==> src/rtl/ascon_stream_ctrl.sv <==
// ============================================================================
// Module   : ascon_stream_ctrl
// Purpose  : Streaming sequencer for the single-core ASCON AEAD datapath.
//            Optional 2-entry ciphertext FIFO: define ASCON_CT_SKID_EN.
// Revision : 1.0 - initial release
// ============================================================================
`timescale 1ns/1ps
`default_nettype none

module ascon_stream_ctrl #(
    parameter int MAX_BLOCKS     = 32,
    parameter int TIMEOUT_CYCLES = 255
) (
    input  logic         clock_i,
    input  logic         reset_i,
    input  logic         start_i,
    input  logic [127:0] key_i,
    input  logic [127:0] nonce_i,
    input  logic [63:0]  ad_i,
    input  logic [63:0]  msg_data_i,
    input  logic         msg_valid_i,
    input  logic         msg_last_i,
    output logic         msg_ready_o,
    output logic [63:0]  ct_data_o,
    output logic         ct_valid_o,
    output logic         ct_last_o,
    input  logic         ct_ready_i,
    output logic [127:0] tag_o,
    output logic         done_o,
    output logic         busy_o,
    output logic         error_o,
    output logic [7:0]   block_count_o,
    output logic         core_init_o,
    output logic         core_associate_data_o,
    output logic         core_finalisation_o,
    output logic         core_data_valid_o,
    output logic [63:0]  core_data_o,
    output logic [127:0] core_key_o,
    output logic [127:0] core_nonce_o,
    input  logic         core_end_initialisation_i,
    input  logic         core_end_associate_i,
    input  logic         core_cipher_valid_i,
    input  logic         core_end_cipher_i,
    input  logic         core_end_tag_i,
    input  logic [63:0]  core_cipher_i,
    input  logic [127:0] core_tag_i
);

    localparam int               C_WD_W    = $clog2(TIMEOUT_CYCLES + 1);
    localparam logic [C_WD_W-1:0] C_WD_LAST = C_WD_W'(TIMEOUT_CYCLES - 1);
    localparam logic [C_WD_W-1:0] C_WD_ONE  = C_WD_W'(1);
    localparam logic [7:0]        C_BLK_LAST = 8'(MAX_BLOCKS - 1);

    typedef enum logic [3:0] {
        S_IDLE       = 4'd0,
        S_INIT       = 4'd1,
        S_INIT_WAIT  = 4'd2,
        S_AD         = 4'd3,
        S_AD_WAIT    = 4'd4,
        S_MSG_WAIT   = 4'd5,
        S_MSG_SEND   = 4'd6,
        S_MSG_RUN    = 4'd7,
        S_FINAL_SEND = 4'd8,
        S_FINAL_RUN  = 4'd9,
        S_DRAIN      = 4'd10,
        S_DONE       = 4'd11,
        S_ERROR      = 4'd12
    } state_e;

    state_e              state_q, state_d;
    logic [127:0]        key_q, key_d;
    logic [127:0]        nonce_q, nonce_d;
    logic [63:0]         ad_q, ad_d;
    logic [63:0]         msg_q, msg_d;
    logic [7:0]          count_q, count_d;
    logic [127:0]        tag_q, tag_d;
    logic                error_q, error_d;
    logic [C_WD_W-1:0]   wdog_q, wdog_d;

    logic                w_start_acc;
    logic                w_msg_hs;
    logic                w_push;
    logic                w_push_last;
    logic                w_tag_en;
    logic                w_pop;
    logic                w_flush;
    logic                w_buf_room;
    logic                w_buf_any;
    logic [64:0]         w_push_ent;
    logic [64:0]         w_head;
    logic                w_wd_active;
    logic                w_wd_expired;

    assign w_wd_active  = (state_q == S_INIT_WAIT) || (state_q == S_AD_WAIT) ||
                          (state_q == S_MSG_RUN)   || (state_q == S_FINAL_RUN);
    assign w_wd_expired = w_wd_active && (wdog_q == C_WD_LAST);

    // FSM next-state and handshake decode
    always_comb begin
        state_d     = state_q;
        w_start_acc = 1'b0;
        w_msg_hs    = 1'b0;
        w_push      = 1'b0;
        w_push_last = 1'b0;
        w_tag_en    = 1'b0;
        case (state_q)
            S_IDLE: begin
                if (start_i) begin
                    w_start_acc = 1'b1;
                    state_d     = S_INIT;
                end
            end
            S_INIT:      state_d = S_INIT_WAIT;
            S_INIT_WAIT: begin
                if (core_end_initialisation_i) state_d = S_AD;
                else if (w_wd_expired)         state_d = S_ERROR;
            end
            S_AD:        state_d = S_AD_WAIT;
            S_AD_WAIT: begin
                if (core_end_associate_i) state_d = S_MSG_WAIT;
                else if (w_wd_expired)    state_d = S_ERROR;
            end
            S_MSG_WAIT: begin
                if (msg_valid_i && w_buf_room) begin
                    w_msg_hs = 1'b1;
                    if (msg_last_i)                  state_d = S_FINAL_SEND;
                    else if (count_q >= C_BLK_LAST)  state_d = S_ERROR;
                    else                             state_d = S_MSG_SEND;
                end
            end
            S_MSG_SEND:  state_d = S_MSG_RUN;
            S_MSG_RUN: begin
                w_push = core_cipher_valid_i;
                if (core_end_cipher_i) state_d = S_MSG_WAIT;
                else if (w_wd_expired) state_d = S_ERROR;
            end
            S_FINAL_SEND: state_d = S_FINAL_RUN;
            S_FINAL_RUN: begin
                w_push      = core_cipher_valid_i;
                w_push_last = 1'b1;
                if (core_end_tag_i) begin
                    w_tag_en = 1'b1;
                    state_d  = S_DRAIN;
                end else if (w_wd_expired) begin
                    state_d = S_ERROR;
                end
            end
            S_DRAIN: begin
                if (!w_buf_any) state_d = S_DONE;
            end
            S_DONE:  state_d = S_IDLE;
            S_ERROR: state_d = S_IDLE;
            default: state_d = S_IDLE;
        endcase
    end

    // Watchdog restarts on every state change and idles outside the wait states
    assign wdog_d = (w_wd_active && (state_d == state_q)) ? (wdog_q + C_WD_ONE) : '0;

    always_comb begin
        key_d   = key_q;
        nonce_d = nonce_q;
        ad_d    = ad_q;
        msg_d   = msg_q;
        count_d = count_q;
        tag_d   = tag_q;
        error_d = error_q;
        if (w_start_acc) begin
            key_d   = key_i;
            nonce_d = nonce_i;
            ad_d    = ad_i;
            count_d = '0;
            tag_d   = '0;
            error_d = 1'b0;
        end
        if (w_msg_hs) begin
            msg_d   = msg_data_i;
            count_d = count_q + 8'd1;
        end
        if (w_tag_en) tag_d = core_tag_i;
        if (state_d == S_ERROR) error_d = 1'b1;
    end

    always_ff @(posedge clock_i or posedge reset_i) begin
        if (reset_i) begin
            state_q <= S_IDLE;
            key_q   <= '0;
            nonce_q <= '0;
            ad_q    <= '0;
            msg_q   <= '0;
            count_q <= '0;
            tag_q   <= '0;
            error_q <= 1'b0;
            wdog_q  <= '0;
        end else begin
            state_q <= state_d;
            key_q   <= key_d;
            nonce_q <= nonce_d;
            ad_q    <= ad_d;
            msg_q   <= msg_d;
            count_q <= count_d;
            tag_q   <= tag_d;
            error_q <= error_d;
            wdog_q  <= wdog_d;
        end
    end

    assign w_push_ent = {w_push_last, core_cipher_i};
    assign w_pop      = w_buf_any && ct_ready_i;
    assign w_flush    = (state_d == S_ERROR);

`ifdef ASCON_CT_SKID_EN
    logic [1:0]  fill_q, fill_d;
    logic [64:0] ent0_q, ent0_d;
    logic [64:0] ent1_q, ent1_d;

    // Entry 0 is always the head; entry 1 shifts down on a pop
    always_comb begin
        fill_d = fill_q;
        ent0_d = ent0_q;
        ent1_d = ent1_q;
        case ({w_push, w_pop})
            2'b01: begin
                ent0_d = ent1_q;
                fill_d = fill_q - 2'd1;
            end
            2'b10: begin
                if (fill_q == 2'd0) ent0_d = w_push_ent;
                else                ent1_d = w_push_ent;
                fill_d = fill_q + 2'd1;
            end
            2'b11: begin
                if (fill_q == 2'd1) begin
                    ent0_d = w_push_ent;
                end else begin
                    ent0_d = ent1_q;
                    ent1_d = w_push_ent;
                end
            end
            default: ;
        endcase
        if (w_flush) fill_d = 2'd0;
    end

    always_ff @(posedge clock_i or posedge reset_i) begin
        if (reset_i) begin
            fill_q <= 2'd0;
            ent0_q <= '0;
            ent1_q <= '0;
        end else begin
            fill_q <= fill_d;
            ent0_q <= ent0_d;
            ent1_q <= ent1_d;
        end
    end

    assign w_buf_any  = (fill_q != 2'd0);
    assign w_buf_room = (fill_q != 2'd2);
    assign w_head     = ent0_q;
`else
    logic        buf_valid_q, buf_valid_d;
    logic [64:0] buf_ent_q, buf_ent_d;

    always_comb begin
        buf_valid_d = buf_valid_q;
        buf_ent_d   = buf_ent_q;
        if (w_pop) buf_valid_d = 1'b0;
        if (w_push) begin
            buf_valid_d = 1'b1;
            buf_ent_d   = w_push_ent;
        end
        if (w_flush) buf_valid_d = 1'b0;
    end

    always_ff @(posedge clock_i or posedge reset_i) begin
        if (reset_i) begin
            buf_valid_q <= 1'b0;
            buf_ent_q   <= '0;
        end else begin
            buf_valid_q <= buf_valid_d;
            buf_ent_q   <= buf_ent_d;
        end
    end

    assign w_buf_any  = buf_valid_q;
    assign w_buf_room = !buf_valid_q;
    assign w_head     = buf_ent_q;
`endif

    assign msg_ready_o           = (state_q == S_MSG_WAIT) && w_buf_room;
    assign ct_valid_o            = w_buf_any;
    assign ct_data_o             = w_buf_any ? w_head[63:0] : 64'd0;
    assign ct_last_o             = w_buf_any && w_head[64];
    assign tag_o                 = tag_q;
    assign done_o                = (state_q == S_DONE);
    assign busy_o                = (state_q != S_IDLE);
    assign error_o               = error_q;
    assign block_count_o         = count_q;
    assign core_init_o           = (state_q == S_INIT);
    assign core_associate_data_o = (state_q == S_AD);
    assign core_finalisation_o   = (state_q == S_FINAL_SEND) || (state_q == S_FINAL_RUN);
    assign core_data_valid_o     = (state_q == S_AD) || (state_q == S_MSG_SEND) ||
                                   (state_q == S_FINAL_SEND);
    assign core_data_o           = (state_q == S_AD) ? ad_q :
                                   ((state_q == S_MSG_SEND) || (state_q == S_FINAL_SEND)) ?
                                   msg_q : 64'd0;
    assign core_key_o            = key_q;
    assign core_nonce_o          = nonce_q;

endmodule

`default_nettype wire

==> config.mk <==
export PLATFORM = sky130hd
export DESIGN_NAME = ascon_stream_ctrl
export DESIGN_NICKNAME = d
export VERILOG_FILES = /design/src/rtl/ascon_stream_ctrl.sv
export SDC_FILE = /design/constraint.sdc
export NUM_CORES = 1
export LEC_CHECK = 0
export ABC_CLOCK_PERIOD_IN_PS = 37400
export CORE_AREA = 2 2 434 436
export DETAILED_ROUTE_END_ITERATION = 8
export DIE_AREA = 0 0 436 438
export GPL_TIMING_DRIVEN = 1
export HOLD_SLACK_MARGIN = 0.05
export PLACE_DENSITY = 0.33
export SLEW_MARGIN = 20
export SYNTH_ARGS = -nofsm -noshare
export SYNTH_HDL_FRONTEND = slang
export SYNTH_SLANG_ARGS = --single-unit
==> constraint.sdc <==
create_clock -name clock_i -period 37.4 [get_ports clock_i]
set_input_delay 5.61 -clock clock_i [delete_from_list [all_inputs] [get_ports clock_i]]
set_output_delay 5.61 -clock clock_i [all_outputs]
set_load 0.02 [all_outputs]
==> flow_metrics.py, run 1 <==
metrics = {
    "job": {
        "cap_violations": 0,
    },
    "sta": {
        "period_share": 0.269,
        "worstMarginPinSlew_ns": 1.10,
        "fmax_ghz": 0.0995,
        "hold_slack_ns": 0.471,
        "max-slew-margin-rel": 0.268,
        "finalCriticalPeriod_ns": 10.05,
        "fin_skew_ns": 0.0280,
        "slew_violations": 0,
        "hold_violations": 0,
        "finalSetupViolCount": 0,
        "worst_slack_ns": 27.35,
        "rsz0062_at_grt": "false",
        "finalSetupTns_ns": 0,
    },
    "logic_synthesis": {
        "synthArstFlopShare": 1.00,
        "synth_xor_area_frac": 0.00218,
        "yosysUniqueCellTypes": 56,
        "synth_top_family_by_area": "simple AND/OR/NAND/NOR gates",
        "yosys.area_share.adder": 0.00156,
        "synth-simple-area-share": 0.237,
        "ys.flop_type": "dfrtp_1",
        "synth_compound_area_frac": 0.0757,
        "synth_seq_area_share": 0.623,
        "synth-seq-cells": 599,
        "synthMuxAreaShare": 0.0316,
        "synthCells": 2529,
        "synth_fp_nets": 3119,
        "synth-edff-count": 0,
        "synth_area_per_cell_um2": 9.51,
        "syn-cell-area_um2": 24100,
        "ys_warn_count": 0,
    },
    "grt": {
        "grt_usage": 0.136,
        "grt_max_degree": 132,
        "grt_pass1_wl_um": 185000,
        "grt_pass1_vias": 22700,
        "grt.overflow.total": 0,
        "antenna_found_initial": 35,
    },
    "cts": {
        "cts_buffers": 83,
        "cts_root_buf": "clkbuf_16",
        "cts_hold_repair.buffers": 0,
        "cts_tree": "built",
        "cts_max_path_buffers": 3,
        "insertion_delay_ns": 0.71,
        "post_cts_buffers": 0,
        "htree_levels": 3,
        "clkTransAtPathRegs_ns": 0.06,
        "clock_sinks": 599,
        "cts_resized": 0,
    },
    "setup_path": {
        "cp.arrival_ns": 4.44,
        "cp_max_fo": 65,
        "critPathLaunchType": "flop",
        "r2r-start": "state_q[0]",
        "worstSetupPathType": "flop to output pin",
        "worstSetupStartpoint": "state_q[3]",
        "required_ns": 31.79,
        "end_kind": "output pin",
    },
    "detailed_routing": {
        "first_pass_iters": 5,
        "post_drt_wl_per_cell_um": 21.7,
        "viasPerCell": 3.53,
        "wl_um": 134000,
        "drc": 0,
        "num_vias": 21800,
        "ant_nets": 0,
        "drt_iter0_markers": 992,
    },
    "floorplanning": {
        "start_util": 0.129,
        "die_x_um": 436,
        "die_area_um2": 191000,
        "coreArea_um2": 187000,
        "rows": 159,
        "die_y_um": 438,
        "io_pins": 1117,
    },
    "cells_and_area": {
        "seqCellArea_um2": 15000,
        "multi_input_area_um2": 8440,
        "final_cells": 6164,
        "areaGrowthSynthToFinish_pct": 69.0,
        "nFillCells": 20600,
        "utilization": 0.218,
        "drive_gt1_frac": 0.0632,
        "fin_nets": 4189,
    },
    "power": {
        "power.leakage_uw": 0.0181,
        "powerDensity_nw_per_um2": 81.3,
        "ir_worst_vdd_uv": 31.3,
    },
    "worst_hold_path": {
        "hp-class": "flop to flop",
        "worstHoldStart": "core_key_o[93]",
    },
    "placement": {
        "dp_slack_ns": 27.48,
        "hpwlAfterDp_um": 98700,
        "placed_cells": 6008,
        "io_buffers": 1116,
        "gp_congestion": 0.824,
    },
    "status": {
        "status": "finished clean",
    },
}
==> state kept, by name, summed over array words and instances, names as in the netlist <==
signal         cells
tag_o            128
core_nonce_o     128
state_q            4
msg_q             64
block_count_o      8
ct_valid_o         1
wdog_q             8
ad_q              64
core_key_o       128
buf_ent_q         65
error_o            1
==> logic make-up after synthesis <==
family / count (synthesis)
XOR/XNOR: 6
adder cells (fa/ha/maj): 3
AO/OA/AOI/OAI: 246
AND/OR/NAND/NOR: 1434
flip-flops: 599
buffers and inverters: 173
multiplexers: 68
==> Yosys cell counts (3+ instances only) <==
master / count / area (µm²)
nand2b_1: 5 / 31.3
a21oi_1: 72 / 360
buf_2: 14 / 70.1
a22o_1: 129 / 1130
and2_1: 68 / 425
mux2i_1: 4 / 40.0
ha_1: 3 / 37.5
nand3_1: 11 / 55.1
nor2_1: 14 / 52.6
inv_1: 12 / 45.0
clkbuf_1: 134 / 503
xor2_1: 5 / 43.8
nor2b_1: 4 / 25.0
a32oi_1: 3 / 26.3
dfrtp_1: 599 / 15000
buf_1: 9 / 33.8
a211oi_1: 3 / 22.5
o21ai_0: 15 / 75.1
nand2_1: 1296 / 4860
nor3_1: 8 / 40.0
and3_1: 3 / 18.8
o22ai_1: 3 / 18.8
mux2_2: 64 / 721
nor4_1: 9 / 56.3
==> layout make-up <==
type	count	share of cell area
multi-input combinational	1757	0.208
clock buffer	113	0.0566
antenna	16	0.000985
clock inverter	26	0.00711
tap	2495	0.0768
inverter	12	0.00129
sequential	599	0.369
timing repair buffer	1146	0.281
==> worst max-delay path, stage by stage (launching register included) <==
cell,delay (ns)
dfrtp_1,0.62
nor2_1,0.52
nand3_4,0.27
inv_2,0.10
buf_4,0.67
nand2_1,0.20
a21oi_1,0.50
clkdlybuf4s50_1,0.73
==> path summary, 6_finish.rpt <==
check                      slack, ns                to  depth (start not counted)
max                            27.35   core_data_o[53]                          7
min                             0.47    core_key_o[93]                          2
max reg2reg                    32.74  core_nonce_o[43]                          7
min reg2reg                     0.47    core_key_o[93]                          2
max in group asynchronous      28.46         tag_o[22]                          6
min in group asynchronous       5.43      buf_ent_q[5]                          2
==> metal layers <==
layer,vias up,track usage,part of all wire
met5,-,0,0.0012
met4,26,0.0602,0.037
met3,198,0.0446,0.070
met2,702,0.229,0.50
met1,10600,0.156,0.40
li1,10300,-,-
==> power by group <==
group          switching, µW  internal [µW]  leakage [µW]
Sequential               162            921       0.00769
Combinational            849            587       0.00909
Clock                    334            452       0.00127
Total                   1350           1960        0.0181
==> layout by cell type, fill, tap and decap left out, types with 7 or more instances in the layout <==
master           synthesis  layout
buf_4                    1      28
a21oi_1                 72      72
nand3_1                 11       9
a22o_1                 129     129
clkdlybuf4s50_1          0    1116
mux2_2                  64      64
nor3_1                   8       7
clkbuf_16                0      83
o21ai_0                 15      15
nand2_1               1296    1296
nor2_1                  14      13
dfrtp_1                599     598
clkbuf_1               134      19
diode_2                  0      16
nor4_1                   9       9
and2_1                  68      68
clkbuf_8                 0      11
clkinv_2                 0      13
inv_1                   12      10
==> stage by stage <==
step | total power (µW) | instance area, µm²
after floorplan | 1780 | 24100
final | 3310 | 40600
after CTS | 3390 | 40600
after detailed placement | 2550 | 38000
after global placement | 2570 | 38000
after global routing | 3520 | 40600
No activity file was read; power rests on OpenSTA's default activity.
==> run 2: changes to the inputs <==
ABC_CLOCK_PERIOD_IN_PS = 8500   (was 37400)
CORE_AREA = 2 2 432 434   (was 2 2 434 436)
DIE_AREA = 0 0 434 436   (was 0 0 436 438)
PLACE_DENSITY = 0.34   (was 0.33)
clock period = 8.5 ns   (was 37.4 ns; I/O delays follow)
==> run 2 against run 1 <==
Sequential share of layout area decreased by 0.17 points. Total power increased to 4.4 times the previous value. Core utilization increased by 0.33 points. Die area decreased by 0.91%. Register-to-register slack got worse by 28 ns. Clock skew increased by 0.0043 ns. Sequential power increased to 4.5 times the previous value. Critical path type unchanged. Largest cell class unchanged. Largest power group unchanged.
==> flow_metrics.py, run 2 (synthesis results as in run 1) <==
metrics = {
    "status": {
        "status": "finished clean",
    },
    "placement": {
        "hpwlAfterDp_um": 98600,
        "placed_cells": 5997,
        "gp_congestion": 0.852,
        "io_buffers": 1116,
    },
    "cts": {
        "htree_levels": 3,
        "cts_buffers": 85,
        "post_cts_buffers": 0,
        "cts_hold_repair.buffers": 0,
        "clkTransAtPathRegs_ns": 0.06,
        "cts_max_path_buffers": 3,
        "cts_tree": "built",
        "cts_root_buf": "clkbuf_16",
        "insertion_delay_ns": 0.70,
        "cts_resized": 0,
        "clock_sinks": 599,
    },
    "cells_and_area": {
        "fin_nets": 4194,
        "drive_gt1_frac": 0.0662,
        "areaGrowthSynthToFinish_pct": 69.7,
        "final_cells": 6165,
        "layout_commonest_cell": "nand2_1",
        "final_cell_mix": "nand2_1 (1296), clkdlybuf4s50_1 (1116), dfrtp_1 (599)",
    },
    "detailed_routing": {
        "drc": 0,
        "first_pass_iters": 4,
        "post_drt_wl_per_cell_um": 21.5,
        "wl_um": 133000,
        "num_vias": 21700,
        "viasPerCell": 3.52,
        "drt_iter0_markers": 1047,
        "ant_nets": 0,
    },
    "power": {
        "netSwitchingPower_uw": 5890,
        "power.leakage_uw": 0.0181,
        "combPwrFrac": 0.428,
        "swShare": 0.403,
        "p_int_uw": 8750,
        "pwr-share-clk": 0.243,
        "ir_worst_vdd_uv": 184,
        "powerDensity_nw_per_um2": 359,
        "p_seq_frac": 0.329,
    },
    "sta": {
        "period_share": 0.644,
        "finalSetupViolCount": 0,
        "slew_violations": 0,
        "rsz0062_at_grt": "false",
        "finalCriticalPeriod_ns": 5.47,
        "fmax_ghz": 0.183,
        "max-slew-margin-rel": 0.223,
        "hold_violations": 0,
        "worstMarginPinSlew_ns": 1.17,
        "fin_skew_ns": 0.0322,
        "finalSetupTns_ns": 0,
    },
    "setup_path": {
        "end_kind": "output pin",
        "worstSetupPathType": "flop to output pin",
        "required_ns": 7.22,
        "regToRegSetupSlack_ns": 4.78,
        "critPathLaunchType": "flop",
        "cp.arrival_ns": 4.20,
        "cp_max_fo": 65,
    },
    "grt": {
        "grt_pass1_vias": 23000,
        "grt.overflow.total": 0,
        "grt_max_degree": 178,
        "grt_usage": 0.137,
        "grt_pass1_wl_um": 184000,
        "antenna_found_initial": 33,
    },
    "floorplanning": {
        "coreArea_um2": 185000,
        "die_y_um": 436,
        "io_pins": 1117,
        "die_area_um2": 189000,
        "die_x_um": 434,
        "start_util": 0.130,
        "rows": 158,
    },
    "job": {
        "cap_violations": 0,
    },
    "worst_hold_path": {
        "hp-class": "flop to flop",
    },
}
==> run 2: changes by cell type in the layout (fill, tap and decap cells not counted), moves of 2 or more <==
cell / before / now
buf_12: 1 / 4
bufinv_16: 3 / 1
clkbuf_1: 19 / 22
clkbuf_16: 83 / 86
clkbuf_8: 11 / 24
clkinv_2: 13 / 7
clkinv_4: 0 / 3
clkinvlp_4: 2 / 5
inv_16: 3 / 0
==> run 2: path summary, 6_finish.rpt <==
check | from | to | cells past startpoint
max in group asynchronous | reset_i | core_nonce_o[25] | 4
min | core_nonce_o[48] | core_nonce_o[48] | 2
min in group asynchronous | reset_i | wdog_q[2] | 2
max reg2reg | state_q[0] | tag_o[68] | 7
max | state_q[3] | core_data_o[54] | 8
min reg2reg | core_nonce_o[48] | core_nonce_o[48] | 2
==> run 2: area by class of cell <==
class / instances / area [µm²]
Timing Repair Buffer: 1149 / 11500
Antenna cell: 16 / 40.0
Clock inverter: 20 / 173
Inverter: 12 / 48.8
Clock buffer: 132 / 2560
Multi-Input combinational cell: 1757 / 8440
Tap cell: 2480 / 3100
Fill cell: 20300 / 144000
Sequential cell: 599 / 15000
==> run 2: critical path, stage by stage, from the launching register on <==
cell and delay [ns]:
dfrtp_1 0.61, nor2_1 0.56, nand3_4 0.10, buf_4 0.36
inv_2 0.29, buf_4 0.50, nand2_1 0.11, a21oi_1 0.24
clkdlybuf4s50_1 0.66
==> run 2: power by group through the flow <==
| stage | Sequential [µW] | Clock, µW | Combinational, µW |
|---|---|---|---|
| after floorplan | 5570 | 0 | 2250 |
| after CTS | 4830 | 3760 | 6440 |
| after global routing | 4970 | 3840 | 6810 |
| after detailed placement | 4840 | 0 | 6420 |
| after global placement | 4860 | 0 | 6420 |
| final | 4810 | 3560 | 6270 |
==> run 2: metrics by stage <==
step	cell area, µm²	hold slack [ns]	util	total power [µW]	setup slack (ns)
6_report	40800	0.469	0.221	14600	3.03
2_1_floorplan	24100	0.446	-	7820	-0.944
4_1_cts	40800	0.476	0.221	15000	2.82
3_5_place_dp	38000	0.461	0.206	11300	3.65
5_1_grt	40800	0.489	0.221	15600	2.61
3_3_place_gp	38000	0.457	0.206	11300	3.72
==> run 2: per-layer routing <==
metal  vias up  track usage  share of wire
li1      10300            -              -
met1     10500        0.147           0.37
met2       662        0.245           0.52
met3       190       0.0491          0.076
met4        16       0.0478          0.031
met5         -            0        0.00074
